$ cat src/rtl/ram_block_copier_pkg.sv
// ram_block_copier_pkg
//   Shared types and default sizes for the RAM16K block copier.
//   state_t    : copier FSM states (IDLE, READ, WRITE, DONE)
//   *_W_DEF    : default address / data / length widths
//   MAX_LEN    : largest legal block length (one full address space)
package ram_block_copier_pkg;

  localparam int ADDR_W_DEF = 14;
  localparam int DATA_W_DEF = 16;
  localparam int LEN_W_DEF  = 15;
  localparam int MAX_LEN    = 2 ** ADDR_W_DEF;

  typedef enum logic [1:0] {
    IDLE  = 2'd0,
    READ  = 2'd1,
    WRITE = 2'd2,
    DONE  = 2'd3
  } state_t;

endpackage

$ cat src/rtl/ram_block_copier_ptr.sv
// copier_ptr
//   Source/destination pointers and remaining-word counter of the copier.
//   Ports:
//     clk, rst    : clock, synchronous active-high reset
//     i_load      : capture i_src / i_dst / i_len (length clamped to 2^ADDR_W)
//     i_step      : advance both pointers (wrapping) and decrement the count
//     o_src_ptr   : current source address
//     o_dst_ptr   : current destination address
//     o_last      : the word being handled is the final one (count == 1)
module copier_ptr
  import ram_block_copier_pkg::*;
#(
  parameter int ADDR_W = ADDR_W_DEF,
  parameter int LEN_W  = LEN_W_DEF
) (
  input  logic              clk,
  input  logic              rst,
  input  logic              i_load,
  input  logic              i_step,
  input  logic [ADDR_W-1:0] i_src,
  input  logic [ADDR_W-1:0] i_dst,
  input  logic [LEN_W-1:0]  i_len,
  output logic [ADDR_W-1:0] o_src_ptr,
  output logic [ADDR_W-1:0] o_dst_ptr,
  output logic              o_last
);

  localparam logic [LEN_W-1:0] L_MAX_LEN = LEN_W'(1) << ADDR_W;

  logic [ADDR_W-1:0] r_src_ptr;
  logic [ADDR_W-1:0] r_dst_ptr;
  logic [LEN_W-1:0]  r_count;

  always_ff @(posedge clk) begin
    if (rst) begin
      r_src_ptr <= '0;
      r_dst_ptr <= '0;
      r_count   <= '0;
    end else if (i_load) begin
      r_src_ptr <= i_src;
      r_dst_ptr <= i_dst;
      r_count   <= (i_len > L_MAX_LEN) ? L_MAX_LEN : i_len;
    end else if (i_step) begin
      // Pointer width equals address width, so the increment wraps naturally.
      r_src_ptr <= r_src_ptr + ADDR_W'(1);
      r_dst_ptr <= r_dst_ptr + ADDR_W'(1);
      r_count   <= r_count - LEN_W'(1);
    end
  end

  assign o_src_ptr = r_src_ptr;
  assign o_dst_ptr = r_dst_ptr;
  assign o_last    = (r_count == LEN_W'(1));

endmodule

$ cat src/rtl/ram_block_copier.sv
// ram_block_copier
//   DMA engine that copies a block of words inside a RAM16K-style memory,
//   strictly ascending, two cycles per word (READ then WRITE).
//   Optional feature macro: RAM_BLOCK_COPIER_FILL_EN adds fill/pattern
//   inputs; a fill writes the pattern at one cycle per word with no reads.
//   Ports:
//     clk, rst        : clock, synchronous active-high reset
//     start           : request pulse, honoured only in IDLE
//     src, dst, len   : block source, destination and length (0..2^ADDR_W)
//     busy            : high while in READ or WRITE
//     done            : one-cycle completion pulse
//     mem_e/mem_w/mem_r/mem_addr/mem_din : memory control and write data
//     mem_dout        : memory read data (combinational on mem_addr)
//     fill, pattern   : (FILL_EN only) fill request and fill word
module ram_block_copier
  import ram_block_copier_pkg::*;
#(
  parameter int ADDR_W = ADDR_W_DEF,
  parameter int DATA_W = DATA_W_DEF,
  parameter int LEN_W  = LEN_W_DEF
) (
  input  logic              clk,
  input  logic              rst,
  input  logic              start,
  input  logic [ADDR_W-1:0] src,
  input  logic [ADDR_W-1:0] dst,
  input  logic [LEN_W-1:0]  len,
  output logic              busy,
  output logic              done,
  output logic              mem_e,
  output logic [ADDR_W-1:0] mem_addr,
  output logic              mem_w,
  output logic              mem_r,
  output logic [DATA_W-1:0] mem_din,
  input  logic [DATA_W-1:0] mem_dout
`ifdef RAM_BLOCK_COPIER_FILL_EN
  ,
  input  logic              fill,
  input  logic [DATA_W-1:0] pattern
`endif
);

  state_t            r_state;
  logic [DATA_W-1:0] r_buf;
  logic [ADDR_W-1:0] r_addr_hold;
  logic              r_fill;

  logic              w_load;
  logic              w_step;
  logic              w_last;
  logic              w_fill_req;
  logic [DATA_W-1:0] w_pattern;
  logic [ADDR_W-1:0] w_src_ptr;
  logic [ADDR_W-1:0] w_dst_ptr;

`ifdef RAM_BLOCK_COPIER_FILL_EN
  assign w_fill_req = fill;
  assign w_pattern  = pattern;
`else
  assign w_fill_req = 1'b0;
  assign w_pattern  = '0;
`endif

  assign w_load = (r_state == IDLE) && start && (len != '0);
  assign w_step = (r_state == WRITE);

  copier_ptr #(
    .ADDR_W (ADDR_W),
    .LEN_W  (LEN_W)
  ) u_ptr (
    .clk       (clk),
    .rst       (rst),
    .i_load    (w_load),
    .i_step    (w_step),
    .i_src     (src),
    .i_dst     (dst),
    .i_len     (len),
    .o_src_ptr (w_src_ptr),
    .o_dst_ptr (w_dst_ptr),
    .o_last    (w_last)
  );

  always_ff @(posedge clk) begin
    if (rst) begin
      r_state     <= IDLE;
      r_buf       <= '0;
      r_fill      <= 1'b0;
      r_addr_hold <= '0;
    end else begin
      case (r_state)
        IDLE: begin
          if (start) begin
            if (len == '0) begin
              r_state <= DONE;
            end else begin
              r_fill <= w_fill_req;
              // A fill preloads the word buffer with the pattern so the
              // WRITE state drives mem_din identically for copy and fill.
              if (w_fill_req) begin
                r_buf   <= w_pattern;
                r_state <= WRITE;
              end else begin
                r_state <= READ;
              end
            end
          end
        end
        READ: begin
          r_buf       <= mem_dout;
          r_addr_hold <= w_src_ptr;
          r_state     <= WRITE;
        end
        WRITE: begin
          r_addr_hold <= w_dst_ptr;
          if (w_last)      r_state <= DONE;
          else if (r_fill) r_state <= WRITE;
          else             r_state <= READ;
        end
        DONE:    r_state <= IDLE;
        default: r_state <= IDLE;
      endcase
    end
  end

  // Moore decode; mem_addr falls back to the last address driven so it
  // holds steady while idle.
  always_comb begin
    busy     = (r_state == READ) || (r_state == WRITE);
    done     = (r_state == DONE);
    mem_e    = busy;
    mem_r    = (r_state == READ);
    // Gate with rst so a write in flight on the reset edge never lands.
    mem_w    = (r_state == WRITE) && !rst;
    mem_din  = r_buf;
    mem_addr = r_addr_hold;
    if (r_state == READ)  mem_addr = w_src_ptr;
    if (r_state == WRITE) mem_addr = w_dst_ptr;
  end

endmodule
$ cat config.mk
export PLATFORM = sky130hd
export DESIGN_NAME = ram_block_copier
export DESIGN_NICKNAME = d
export VERILOG_FILES = /design/src/rtl/ram_block_copier_pkg.sv /design/src/rtl/ram_block_copier_ptr.sv /design/src/rtl/ram_block_copier.sv
export SDC_FILE = /design/constraint.sdc
export NUM_CORES = 1
export LEC_CHECK = 0
export BUFFER_PORTS_ARGS = -buffer_cell sky130_fd_sc_hd__buf_4
export CAP_MARGIN = 20
export CORE_MARGIN = 4
export CORE_UTILIZATION = 58
export CTS_BUF_LIST = sky130_fd_sc_hd__clkbuf_16
export DETAILED_ROUTE_END_ITERATION = 10
export PLACE_DENSITY_LB_ADDON = 0.15
export SLEW_MARGIN = 5
export SYNTH_ARGS = -nofsm -noshare
export SYNTH_HDL_FRONTEND = slang
export SYNTH_SLANG_ARGS = --single-unit
$ cat constraint.sdc
create_clock -name clk -period 3 [get_ports clk]
set_input_delay 0.3 -clock clk [delete_from_list [all_inputs] [get_ports clk]]
set_output_delay 0.3 -clock clk [all_outputs]
set_load 0.1 [all_outputs]
==> metrics.cfg <==
[grt]
antenna_found_initial=0
grt_pass1_wl_um=18100
grt_overflow=0
grt.total_usage_pct=26.5
grt_pass1_vias=3840
grt_max_degree=72

[cts]
cts.sinks=75
cts_tree=yes
cts_setup_buffers=0
cts_root_buffer=clkbuf_16
clk_path_buf_depth=2
ctsResizeCount=0
clk_latency_ns=0.34
h-tree-depth=3
numCtsBuffers=9
clk_pin_slew_ns=0.07
cts_hold_buf=0

[worst_setup_path]
cp_max_fo=27
end_kind=primary output
r2r_end=u_ptr.o_src_ptr[10]$_SDFFE_PP0P_
rr_worst_depth=8
cp.arrival_ns=2.30
slowest_stage=ha_2
timing.rr.start=r_state[0]$_SDFFE_PP0P_
cp_slowest_stage_delay_ns=0.45
required_ns=2.70
crit_path_start_kind=register
path_class=reg2out
critPathMostFrequentCell=buf_4
crit_chain=inv_1 > ha_2 > buf_4 > nand2_1 > o21ai_4 > buf_4
critical_path.top_delay_family=buffers and inverters
reg2reg_slack_ns=0.73
path_buf_inv=3

[cells_and_area]
syn_to_final_growth_pct=30.5
n_antenna_cell=0
num-nets-final=636
drive_gt1_share_pct=26.3
utilization_pct=80.1
nFillCells=421

[yosys]
synthCells=484
synth_cell_types=42
ys_seq_area_share_pct=37.7
synth_area_um2=3990
synth_edf_count=0
avgSynthCellArea_um2=8.24
synth_nets=555
synthArstFlopShare_pct=0
synth_seq_cells=75
ys_warn_count=0
synth_ff_type=dfxtp_1

[timing]
tightest_slew_ns=0.569
tns_ns=0
setup_viol=0
hold_violations=0
finalClockSkew_ns=0.00691
fin_crit_sh_pct=86.7
rsz0062_at_grt=false
final_max_slew_viol_count=0
max_freq_ghz=0.384
finalCriticalPeriod_ns=2.60
slew-limit-headroom_pct=62.0

[route]
drt_first_iter_violations=253
ant_nets=0
vias=3900
routedWlPerCell_um=17.0
drc=0
top_layer=met4
wl_met1_um=4620
viasPerCell=6.03
wl_um=11000
drt_first_pass_iters=5
wl_met3_um=762
wl_met2_um=5410

[floorplan]
rows=29
start_util_pct=61.4
ioPinCount=97
coreArea_um2=6490
dieHeight_um=90.9
die_x_um=90.9
design.die.area_um2=8260

[pwr]
p_per_area_nw_per_um2=1050
irDropWorstVdd_mv=0.624
comb_power_share_pct=52.4
p_clk_share_pct=20.3
power.share.switching_pct=48.8
p_sw_mw=2.66
total_power_mw=5.44
internal_power_mw=2.79
power_frac_seq_pct=27.3
leakage_nw=2.05

[placement]
gp_congestion=0.865
dp_hpwl_um=7470
port_buffers=96

[run]
maxCapViolCount=0

[run_status]
status=complete, no violations

[hold_path]
hold_class=in2reg
whs_path_depth=3
worstHoldStart=mem_dout[12]
hold_end=mem_din[12]$_SDFFE_PP0P_

## synthesized netlist by cell type, drive strengths merged, types with 10 or more instances
cell | number | area, µm²
nor2 | 87 | 327
dfxtp | 75 | 1500
nand2 | 48 | 180
mux2i | 31 | 310
a211oi | 28 | 210
nor3 | 27 | 158
clkbuf | 22 | 83.8
a311oi | 17 | 149
xnor2 | 17 | 149
o21ai | 16 | 83.8
nand3 | 13 | 65.1
buf | 12 | 62.6
nand4 | 12 | 75.1
xor2 | 10 | 87.6
## worst register-to-register path, stage by stage (launching register included)
cell	delay [ns]
dfxtp_1	0.33
inv_1	0.13
ha_2	0.45
buf_4	0.38
and3_1	0.31
nand4_1	0.12
nor2_1	0.14
xnor2_1	0.08
a211oi_1	0.25
## final cells by class
cell class	count	area, µm²	area share (%)
timing repair buffer	104	793	15.3
inverter	7	26.3	0.505
clock inverter	7	76.3	1.47
multi-input combinational	368	2480	47.7
sequential	75	1500	28.9
tap	77	96.3	1.85
clock buffer	9	225	4.33
## kinds of logic (layout without fill, tap and decap cells)
group | after synthesis | count (layout) | synth area share [%]
compound gates | 86 | 86 | 16.0
xor+xnor | 27 | 27 | 5.93
fa+ha+maj | 9 | 9 | 2.82
buf+inv | 41 | 127 | 4.33
flops | 75 | 75 | 37.7
mux | 32 | 32 | 8.07
simple gates | 214 | 214 | 25.2
## cell usage in the layout, fill, tap and decap left out, types with 2 or more instances in the layout
cell	n
nor4_2	3
nor3_1	25
nand4_1	12
inv_6	2
ha_2	2
a311oi_1	17
or2_2	5
nand2_1	48
buf_4	103
xor2_1	10
clkbuf_16	9
o21ai_4	15
nor2_1	87
xnor2_1	17
and4_1	2
and3_1	9
nor3_4	2
clkinvlp_4	2
a22oi_1	6
dfxtp_1	75
a21oi_1	3
nand3_1	13
nand2b_1	2
inv_1	7
ha_1	7
nor2b_1	2
a21o_1	3
a32oi_1	7
a211oi_1	28
mux2i_1	31
## flip-flops by register name (all words and copies together), names as in the netlist
name and cells:
mem_din 16, r_addr_hold 14, r_state 2, u_ptr.o_dst_ptr 14, u_ptr.o_src_ptr 14, u_ptr.r_count 15
## power by group through the flow
| stage | registers, mW | clock network, mW | logic, mW |
|---|---|---|---|
| floorplan | 1.66 | 0 | 2.09 |
| global placement | 1.48 | 0 | 2.76 |
| detailed placement | 1.49 | 0 | 2.82 |
| CTS | 1.48 | 1.11 | 2.85 |
| global route | 1.52 | 1.16 | 3.01 |
| finish | 1.49 | 1.11 | 2.85 |
## metal layers
metal,up-vias,track usage (%)
met1,1813,33.1
met4,0,10.3
li1,1893,-
met2,165,43.8
met3,29,6.92
met5,-,0
## metrics by stage
step,cells,setup WS [ns],hold slack [ns],cell area (µm²)
floorplan,484,0.0456,0.441,4140
global placement,631,0.868,0.468,4900
detailed placement,631,0.757,0.479,4900
CTS,647,0.420,0.194,5200
global route,647,0.293,0.195,5200
finish,647,0.399,0.196,5200
## how the worst max path moves through the flow
| stage | cells past startpoint | startpoint | slack [ns] | to |
|---|---|---|---|---|
| after floorplan | 6 | r_state[1]$_SDFFE_PP0P_ | 0.05 | mem_addr[0] |
| after global routing | 6 | r_state[0]$_SDFFE_PP0P_ | 0.29 | mem_addr[13] |
| after global placement | 8 | r_state[0]$_SDFFE_PP0P_ | 0.87 | u_ptr.o_src_ptr[12]$_SDFFE_PP0P_ |
| final | 6 | r_state[0]$_SDFFE_PP0P_ | 0.40 | mem_addr[13] |
| after CTS | 6 | r_state[0]$_SDFFE_PP0P_ | 0.42 | mem_addr[13] |
| after detailed placement | 8 | r_state[0]$_SDFFE_PP0P_ | 0.76 | u_ptr.o_src_ptr[12]$_SDFFE_PP0P_ |
Note: power is estimated with default switching activity, not from simulation.
